--- config.mk ---
export PLATFORM = sky130hd
export DESIGN_NAME = pattern_match_detector
export DESIGN_NICKNAME = d
export VERILOG_FILES = /design/src/rtl/pmd_pkg.sv /design/src/rtl/pmd_slot.sv /design/src/rtl/pattern_match_detector.sv
export SDC_FILE = /design/constraint.sdc
export NUM_CORES = 1
export LEC_CHECK = 0
export CAP_MARGIN = 20
export CORE_UTILIZATION = 50
export DETAILED_ROUTE_END_ITERATION = 10
export GPL_TIMING_DRIVEN = 0
export HOLD_SLACK_MARGIN = 0.12
export PLACE_DENSITY_LB_ADDON = 0.08
export SYNTH_ARGS = -nofsm -noshare
export SYNTH_HDL_FRONTEND = slang
export SYNTH_SLANG_ARGS = --single-unit
--- constraint.sdc ---
create_clock -name clk -period 1.52 [get_ports clk]
set_input_delay 0.152 -clock clk [delete_from_list [all_inputs] [get_ports clk]]
set_output_delay 0.152 -clock clk [all_outputs]
set_load 0.01 [all_outputs]
--- src/rtl/pmd_pkg.sv ---
// Shared types, constants and width helpers for the pattern match detector.
package pmd_pkg;

  localparam int PMD_MAX_W = 32;
  localparam int NO_MATCH  = 0;

  // Slot config stored at the maximum pattern width; unused upper bits stay zero.
  typedef struct packed {
    logic [PMD_MAX_W-1:0] pat;
    logic [PMD_MAX_W-1:0] mask;
    logic                 ena;
  } slot_cfg_t;

  function automatic int id_w(input int num_pat);
    return $clog2(num_pat + 1);
  endfunction

  function automatic int fill_w(input int pat_w);
    return $clog2(pat_w + 1);
  endfunction

  function automatic int idx_w(input int num_pat);
    return (num_pat > 1) ? $clog2(num_pat) : 1;
  endfunction

endpackage

--- src/rtl/pmd_slot.sv ---
// One pattern slot: config registers, masked comparator and, with
// PMD_HIT_COUNT_EN defined, a saturating hit counter.
module pmd_slot
  import pmd_pkg::*;
#(
  parameter int PAT_W = 8,
  parameter int CNT_W = 8
) (
  input  logic             clk,
  input  logic             rst,
  input  logic             cfg_we,
  input  logic [PAT_W-1:0] cfg_pat,
  input  logic [PAT_W-1:0] cfg_mask,
  input  logic             cfg_ena,
  input  logic             cmp_en,
  input  logic [PAT_W-1:0] next_shift,
`ifdef PMD_HIT_COUNT_EN
  output logic [CNT_W-1:0] cnt,
`endif
  output logic             hit
);

  slot_cfg_t cfg;

  always_ff @(posedge clk) begin
    if (rst) begin
      cfg <= '0;
    end else if (cfg_we) begin
      cfg <= '{pat: PMD_MAX_W'(cfg_pat), mask: PMD_MAX_W'(cfg_mask), ena: cfg_ena};
    end
  end

  // The compare sees the pre-write config when a write lands on the same edge.
  assign hit = cmp_en && cfg.ena &&
               (((PMD_MAX_W'(next_shift) ^ cfg.pat) & cfg.mask) == '0);

`ifdef PMD_HIT_COUNT_EN
  always_ff @(posedge clk) begin
    if (rst || cfg_we) begin
      cnt <= '0;
    end else if (hit && (cnt != '1)) begin
      cnt <= cnt + 1'b1;
    end
  end
`endif

endmodule

--- src/rtl/pattern_match_detector.sv ---
// Serial multi-pattern detector with masked slots and priority-encoded ID.
// Optional per-slot hit counters are built when PMD_HIT_COUNT_EN is defined.
module pattern_match_detector
  import pmd_pkg::*;
#(
  parameter int PAT_W   = 8,
  parameter int NUM_PAT = 4,
  parameter int CNT_W   = 8
) (
  input  logic                        clk,
  input  logic                        rst,
  input  logic                        in_valid,
  input  logic                        in_bit,
  input  logic                        ovl_en,
  input  logic                        cfg_we,
  input  logic [idx_w(NUM_PAT)-1:0]   cfg_idx,
  input  logic [PAT_W-1:0]            cfg_pat,
  input  logic [PAT_W-1:0]            cfg_mask,
  input  logic                        cfg_ena,
  output logic                        match,
  output logic [id_w(NUM_PAT)-1:0]    match_id,
  output logic [NUM_PAT-1:0]          match_vec,
  input  logic [idx_w(NUM_PAT)-1:0]   cnt_sel,
  output logic [CNT_W-1:0]            cnt_out
);

  localparam int ID_W   = id_w(NUM_PAT);
  localparam int IDX_W  = idx_w(NUM_PAT);
  localparam int FILL_W = fill_w(PAT_W);

  logic [PAT_W-1:0]   shift_p0;
  logic [FILL_W-1:0]  fill_p0;
  logic [PAT_W-1:0]   next_shift;
  logic               full;
  logic               cmp_en;
  logic [NUM_PAT-1:0] hit;
  logic [ID_W-1:0]    id_nxt;

  logic               match_p1;
  logic [ID_W-1:0]    match_id_p1;
  logic [NUM_PAT-1:0] match_vec_p1;

  assign next_shift = {shift_p0[PAT_W-2:0], in_bit};
  // Widened so fill+1 cannot wrap when PAT_W is one below a power of two.
  assign full       = (32'(fill_p0) + 32'd1) >= 32'(PAT_W);
  assign cmp_en     = in_valid && full;

`ifdef PMD_HIT_COUNT_EN
  logic [CNT_W-1:0] cnt_arr [NUM_PAT];
`endif

  for (genvar k = 0; k < NUM_PAT; k++) begin : g_slot
    pmd_slot #(
      .PAT_W (PAT_W),
      .CNT_W (CNT_W)
    ) u_slot (
      .clk        (clk),
      .rst        (rst),
      .cfg_we     (cfg_we && (cfg_idx == IDX_W'(k))),
      .cfg_pat    (cfg_pat),
      .cfg_mask   (cfg_mask),
      .cfg_ena    (cfg_ena),
      .cmp_en     (cmp_en),
      .next_shift (next_shift),
`ifdef PMD_HIT_COUNT_EN
      .cnt        (cnt_arr[k]),
`endif
      .hit        (hit[k])
    );
  end

  always_comb begin
    id_nxt = ID_W'(NO_MATCH);
    for (int k = NUM_PAT - 1; k >= 0; k--) begin
      if (hit[k]) id_nxt = ID_W'(k + 1);
    end
  end

  // Stage p0 -> p1: shift/fill update and registered detection outputs.
  always_ff @(posedge clk) begin
    if (rst) begin
      shift_p0     <= '0;
      fill_p0      <= '0;
      match_p1     <= 1'b0;
      match_id_p1  <= '0;
      match_vec_p1 <= '0;
    end else begin
      match_p1     <= |hit;
      match_id_p1  <= id_nxt;
      match_vec_p1 <= hit;
      if (in_valid) begin
        shift_p0 <= next_shift;
        if (!ovl_en && (|hit)) begin
          fill_p0 <= '0;
        end else if (fill_p0 != FILL_W'(PAT_W)) begin
          fill_p0 <= fill_p0 + 1'b1;
        end
      end
    end
  end

  assign match     = match_p1;
  assign match_id  = match_id_p1;
  assign match_vec = match_vec_p1;

`ifdef PMD_HIT_COUNT_EN
  always_comb begin
    cnt_out = '0;
    for (int k = 0; k < NUM_PAT; k++) begin
      if (cnt_sel == IDX_W'(k)) cnt_out = cnt_arr[k];
    end
  end
`else
  logic unused_cnt_sel;
  assign unused_cnt_sel = ^cnt_sel;
  assign cnt_out        = '0;
`endif

endmodule

==> results of run 1 <==
==> registers in the layout, summed over array words and instances, names as in the netlist <==
register	cells
shift_p0	7
fill_p0	4
g_slot.u_slot.cfg	68
match	1
match_id	3
match_vec	4
==> per-layer routing <==
metal | global-route usage | wire length [um] | vias up
li1 | - | - | 1547
met4 | 0.0849 | 152 | 0
met2 | 0.386 | 4160 | 105
met3 | 0.0490 | 631 | 12
met5 | 0 | 0 | -
met1 | 0.353 | 4250 | 1461
==> stage by stage <==
step                      hold slack (ns)  setup TNS (ns)  setup WS, ns
after detailed placement            0.444          -22.25        -0.491
after global placement              0.439          -21.64        -0.497
after CTS                           0.348           -2.49        -0.317
after global routing                0.450           -3.72        -0.427
after floorplan                     0.235          -0.650        -0.139
final                               0.397           -2.73        -0.356
==> cells by family (layout without fill, tap and decap cells) <==
kind of cell / count (synthesis) / after routing
compound gates: 87 / 87
xor+xnor: 34 / 34
fa+ha+maj: 2 / 2
buf+inv: 41 / 90
flops: 87 / 87
mux: 8 / 8
other cells: 1 / 8
simple gates: 183 / 183
==> worst reg2reg max path: stages, from the launching register on <==
cell and delay [ns]:
dfxtp_4 0.37, buf_4 0.14, xor2_1 0.14, a222oi_1 0.31
or3b_4 0.49, a41oi_4 0.23, nor3_1 0.08
==> cell usage in the layout, fill, tap and decap left out, types with 5 or more instances in the layout <==
master / n
nand2_1: 143
dfxtp_1: 77
a21oi_1: 68
xor2_1: 32
clkdlybuf4s50_1: 30
buf_4: 19
clkbuf_8: 11
clkbuf_1: 10
a22oi_1: 9
mux2i_1: 8
conb_1: 8
nor2_1: 7
clkbuf_2: 6
buf_6: 5
nand4_1: 5
dfxtp_2: 5
dfxtp_4: 5
==> worst paths after layout <==
path / startpoint / to / slack, ns / cells after the start
max: shift_p0[6] / fill_p0[1] / -0.36 / 6
min: cfg_idx[0] / g_slot[2].u_slot.cfg[2] / 0.40 / 4
max reg2reg: shift_p0[6] / fill_p0[1] / -0.36 / 6
min reg2reg: g_slot[3].u_slot.cfg[2] / g_slot[3].u_slot.cfg[2] / 0.46 / 2
==> what timing repair did <==
action                                 CTS  global route
resized for setup                       31            16
cloned                                   0             0
setup buffers                            9             5
hold buffers                             1             0
setup endpoints to repair               52            51
pin swaps                               18             8
endpoints found under the hold margin    1             0
==> power by group through the flow <==
stage | combinational [uW] | sequential [uW] | clock (uW)
after global placement | 402 | 2440 | 0
after floorplan | 241 | 2430 | 0
after global routing | 468 | 2400 | 1740
final | 427 | 2390 | 1600
after detailed placement | 407 | 2440 | 0
after CTS | 411 | 2390 | 1630
==> final cells by class <==
cell class	count	area share
plain buffers	27	0.0373
clock inverters	5	0.0128
inverters	2	0.00167
well taps	96	0.0267
repair buffers	45	0.0949
multi-input cells	322	0.402
clock buffers	11	0.0315
flip-flops and latches	87	0.393
==> metrics.md, run 1 <==
| Metric | Value |
|---|---|
| Synth Cell Area | `3670 um2` |
| Post-synth top cells | `143 x nand2_1, 87 x dfxtp_1, 68 x a21oi_1` |
| Synthesized instance count | `around 440` |
| Status | `finished with violations` |
| Post-route DRC | `0` |
| Min Tclk post-route | `between 1.5 and 2 ns` |
| Share of the synthesized area in the top cell type | `0.474` |
| Sequential area share after synthesis | `0.474` |
| Fill cells | `621` |
| DRT iter0 DRCs | `277` |
| Final Max Tran Viols | `0` |
| Top-count cell post-synth | `nand2_1` |
| Root Driver | `clkbuf_8` |
| Die H | `87.7 um` |
| Drt wl/cell | `between 15 and 20 um` |
| Synthesis-to-layout area growth | `22.4%` |
| Peak VDD IR | `822 uV` |
| Sw Pwr | `about 1100 uW` |
| Req. time, crit path | `between 1.5 and 2 ns` |
| Crit start category | `register` |
| Max Buffers Root-to-Sink | `2` |
| Area of the multi-input gates | `~1800 um2` |
| Slew @ Worst Pin | `0.535 ns` |
| Utilization after layout | `0.647` |
| Die Wd | `a little under 90 um` |
| Clk_lat worst skew | `approximately 0.34 ns` |
| Multiplexer area fraction after synthesis | `0.0218` |
| FFs w/ async S/R, synth | `0` |
| Power Dens Cells | `983 nW/um2` |
| Post-synth top flop | `dfxtp_1` |
| Synth Area in XOR/XNOR | `0.0811` |
| Simple-Gate Fraction of Synth Area | `0.216` |
| Synth Warn # | `0` |
| Leading area contributor after synthesis | `dfxtp_1` |
| First-pass DRT Iterations | `5` |
| DRT Wirelength | `about 9200 um` |
| Crit Path Max Fanout | `4` |
| Worst Hold Class | `primary input to register` |
| Number of flops mapped to enable cells by yosys | `0` |
| Share of cells above drive strength 1 | `0.162` |
| Fin crit share | `1.23` |
| Dpl cell area | `between 4000 and 5000 um2` |
| TritonCTS clock tree | `done` |
| Total Routing Usage GR | `0.251` |
| Adder-cell share of the synthesized area | `0.00681` |
| Synth cell types | `42` |
| WP data arrival | `roughly 2.1 ns` |
| Nets | `around 520` |
| Largest family of logic cells by synthesized area | `simple AND/OR/NAND/NOR gates` |
| Grt total ovfl | `0` |
| Avg Cell Area, Syn | `8.29 um2` |
| Clock-pin slew of the registers on the worst-case setup and hold paths | `~0.090 ns` |
| # port buffers | `30` |
| Clock skew | `about 0.0076 ns` |
| Clock share of power | `0.363` |
| RSZ-0062 raised after global routing | `true` |
| Core Area | `6940 um2` |
| Total CTS buffers | `9` |
| Vias/cell | `~5.3` |
| Sequential Area | `1770 um2` |
| Cell area after layout | `between 4000 and 5000 um2` |
| Largest net degree at the start of global routing | `18` |
| Post-route insts no fill | `595` |
| CP max stage delay | `slightly below 0.5 ns` |
| Final GP Congestion | `roughly 0.83` |
| Die footprint | `just under 8000 um2` |
| Row count | `30` |
| Total power | `roughly 4400 uW` |
| Fmax | `about 530 MHz` |
| Hold Fails Final Rpt | `0` |
| Post-route setup slack | `-0.356 ns` |
| Clk sinks | `87` |
| Ports | `between 40 and 50` |
| Synthesis-stage register bit count | `a little under 90` |
| Switching part of the total power | `0.249` |
| Worst Setup End Kind | `register` |
| Combinational power share | `0.097` |
| P_int | `approximately 3300 uW` |
| Antenna Nets Post-Route | `0` |
| Reg power frac | `0.540` |
| Vias in the first global route | `between 2,000 and 3,000` |
| H-tree depth | `3` |
| Worst Path Class, Setup | `register to register` |
| Failing checks | `setup timing` |
| Slowest library cell on the worst path | `or3b_4` |
| Slew margin rel. | `0.644` |
| First-pass GRT wire length | `about 14,000 um` |
| Static leakage | `about 0.0018 uW` |
| Buf/Inv on CP | `1` |
| Top delay family on crit path | `simple AND/OR/NAND/NOR gates` |
| Final setup vio count | `11` |
| Vias post-DR | `about 3,100` |
| Inst Count DP | `~580` |
| Initial antenna violation count | `0` |
| Max-cap violations | `0` |
| Compound-gate portion of the synthesized area | `0.135` |
| Starting Density | `0.529` |
| Top cells by area, synth | `dfxtp_1 47%, nand2_1 15%, a21oi_1 9.3%, xor2_1 7.9%, mux2i_1 2.2%` |
| Detailed Place HPWL | `approximately 6500 um` |
| Ant diodes | `0` |
| Worst-path cell chain | `buf_4 > xor2_1 > a222oi_1 > or3b_4 > a41oi_4 > nor3_1` |
(Power assumes the default switching activity.)
==> inputs of run 2 (changes only) <==
--- a/config.mk
+++ b/config.mk
@@ -6,7 +6,8 @@
 export NUM_CORES = 1
 export LEC_CHECK = 0
 export CAP_MARGIN = 20
-export CORE_UTILIZATION = 50
+export CORE_UTILIZATION = 52
+export CTS_BUF_LIST = sky130_fd_sc_hd__clkbuf_8
 export DETAILED_ROUTE_END_ITERATION = 10
 export GPL_TIMING_DRIVEN = 0
 export HOLD_SLACK_MARGIN = 0.12
==> run 2 against run 1 <==
Compared with the run above: the run still ends with setup timing left; register-to-register slack improved by 0.02 ns; critical endpoint is now fill_p0[3]; via count fell by 2.4%; highest routed layer unchanged; first-iteration DRC count fell by 38%.
==> metrics.md, run 2 (synthesis gave the netlist of run 1 again) <==
| Metric | Value |
|---|---|
| Vias in the first global route | `2,829 (+2.4%)` |
| Slew margin rel. | `0.609 (-0.0347)` |
| Vias/cell | `5.15 (-1.9%)` |
| RSZ-0062 raised after global routing | `true` |
| Grt total ovfl | `0 (unchanged)` |
| Total Routing Usage GR | `0.263 (+0.0118)` |
| Largest regs | `g_slot.u_slot.cfg (68), shift_p0 (7)` |
| Pre-CTS WS | `-0.497 ns (-0.00578 ns)` |
| Largest net degree at the start of global routing | `18 (unchanged)` |
| Req. time, crit path | `1.76 ns (about the same)` |
| Cells on worst reg2reg path | `6 (unchanged)` |
| First-pass GRT wire length | `14,400 um (+0.92%)` |
| Worst-path cell chain | `xor2_1 > a22oi_1 > nand4_1 > or3b_4 > a41oi_4 > nor3_2` |
| Fin crit share | `1.22 (-0.0114)` |
| Hold path depth | `4 (unchanged)` |
| Static leakage | `0.00178 uW (-0.25%)` |
| Die H | `86.0 um (-1.9%)` |
| Post-route DRC | `0 (unchanged)` |
| Slowest library cell on the worst path | `or3b_4` |
| DRT iter0 DRCs | `171 (-38%)` |
| Commonest non-fill, non-tap cell in the layout | `nand2_1` |
| Fmax | `538 MHz (+0.94%)` |
| Final GP Congestion | `0.880 (+6.2%)` |
| Top delay family on crit path | `simple AND/OR/NAND/NOR gates` |
| Max Buffers Root-to-Sink | `2 (unchanged)` |
| Sequential Area | `1770 um2 (about the same)` |
| Area of the multi-input gates | `1810 um2 (+0.21%)` |
| # port buffers | `30 (unchanged)` |
| H-tree depth | `3 (unchanged)` |
| Clk sinks | `87 (unchanged)` |
| Final Max Tran Viols | `0 (unchanged)` |
| Share of cells above drive strength 1 | `0.145 (-0.0172)` |
| Drt wl/cell | `15.5 um (about the same)` |
| Worst Hold Class | `primary input to register` |
| Post-route setup slack | `-0.339 ns (+0.0174 ns)` |
| Starting Density | `0.541 (+0.0117)` |
| Synthesis-to-layout area growth | `22.1%` |
| Initial antenna violation count | `0 (unchanged)` |
| Stages on the worst setup path | `6 (unchanged)` |
| CP max stage delay | `0.47 ns (-0.02 ns)` |
| Detailed Place HPWL | `6690 um (+2.3%)` |
| Worst Path Class, Setup | `register to register` |
| Total CTS buffers | `9 (unchanged)` |
| Max-cap violations | `0 (unchanged)` |
| Hold Fails Final Rpt | `0 (unchanged)` |
| DRT Wirelength | `9160 um (-0.43%)` |
| Crit start category | `register` |
| Status | `finished with violations` |
| Most frequent cells in the layout | `143 x nand2_1, 76 x dfxtp_1, 68 x a21oi_1` |
| Ant diodes | `0 (unchanged)` |
| Failing checks | `setup timing` |
| Max reg flops | `68 (unchanged)` |
| First-pass DRT Iterations | `5 (unchanged)` |
| Clock skew | `0.00965 ns (+0.00209 ns)` |
| Utilization after layout | `0.660 (+0.0128)` |
| Final setup vio count | `11 (unchanged)` |
| Crit Path Max Fanout | `6 (+2)` |
| Largest Register | `g_slot.u_slot.cfg` |
| Min Tclk post-route | `1.86 ns (-0.0174 ns)` |
| Reg2reg setup slack | `-0.34 ns (+0.02 ns)` |
| Row count | `30 (unchanged)` |
| Clk_lat worst skew | `0.36 ns (+0.02 ns)` |
| WP data arrival | `2.09 ns (-0.02 ns)` |
| Power Dens Cells | `1030 nW/um2 (+4.4%)` |
| TritonCTS clock tree | `done` |
| Buf/Inv on CP | `0 (-1)` |
| Vias post-DR | `3,050 (-2.4%)` |
| Root Driver | `clkbuf_8` |
| Clock-pin slew of the registers on the worst-case setup and hold paths | `0.09 ns (about the same)` |
| Ports | `43 (unchanged)` |
| Nets | `520 (-0.57%)` |
| Core Area | `6790 um2 (-2.2%)` |
| Die footprint | `7400 um2 (-3.8%)` |
| Slew @ Worst Pin | `0.587 ns (+0.0520 ns)` |
| Fill cells | `581 (-6.4%)` |
| Die Wd | `86.0 um (-1.9%)` |
| Peak VDD IR | `670 uV (-19%)` |
| Worst Setup End Kind | `register` |
| Antenna Nets Post-Route | `0 (unchanged)` |
run 2: path summary, 6_finish.rpt:
path,start,endpoint
min reg2reg,g_slot[1].u_slot.cfg[0],g_slot[1].u_slot.cfg[0]
min,cfg_idx[1],g_slot[0].u_slot.cfg[5]
max,shift_p0[2],fill_p0[3]
max reg2reg,shift_p0[2],fill_p0[3]
run 2: layout make-up:
type / count / area share
well taps: 96 / 0.0268
multi-input cells: 322 / 0.404
flip-flops and latches: 87 / 0.394
clock inverters: 6 / 0.0190
plain buffers: 30 / 0.0393
repair buffers: 39 / 0.0845
inverters: 2 / 0.00167
clock buffers: 10 / 0.0307
run 2: per-layer routing:
| metal | share of wire | vias to the layer above | track usage |
|---|---|---|---|
| met5 | 0 | - | 0 |
| met4 | 0.030 | 0 | 0.138 |
| met3 | 0.048 | 25 | 0.0462 |
| met2 | 0.48 | 88 | 0.431 |
| met1 | 0.44 | 1404 | 0.332 |
| li1 | - | 1533 | - |
run 2: metrics by stage:
step                setup TNS (ns)  cell area, um2  instances  total power [uW]  hold slack [ns]
finish                       -2.53            4480        592              4600            0.295
global route                 -3.49            4480        592              4770            0.356
CTS                          -2.19            4450        592              4610            0.335
detailed placement          -23.09            4130        576              2840            0.447
global placement            -21.28            4130        576              2830            0.438
floorplan                   -0.650            3710        450              2670            0.235
run 2: repair_timing:
action | 4_1_cts | 5_1_grt
hold buffers | 1 | 0
setup buffers | 7 | 1
endpoints found under the setup margin | 44 | 58
pin swaps | 20 | 8
endpoints found under the hold margin | 1 | 0
gates resized for setup | 33 | 10
run 2: power breakdown:
| part | internal (uW) | total [uW] | switching, uW |
|---|---|---|---|
| Combinational | 176 | 411 | 235 |
| Clock | 964 | 1790 | 829 |
| Sequential | 2340 | 2400 | 56.5 |
| Total | 3480 | 4600 | 1120 |
run 2: tightest hold or removal path, cell delays in order:
cell and delay, ns:
dlymetal6s2s_1 0.21, nor3b_2 0.13, nand2_1 0.07, a21oi_1 0.05
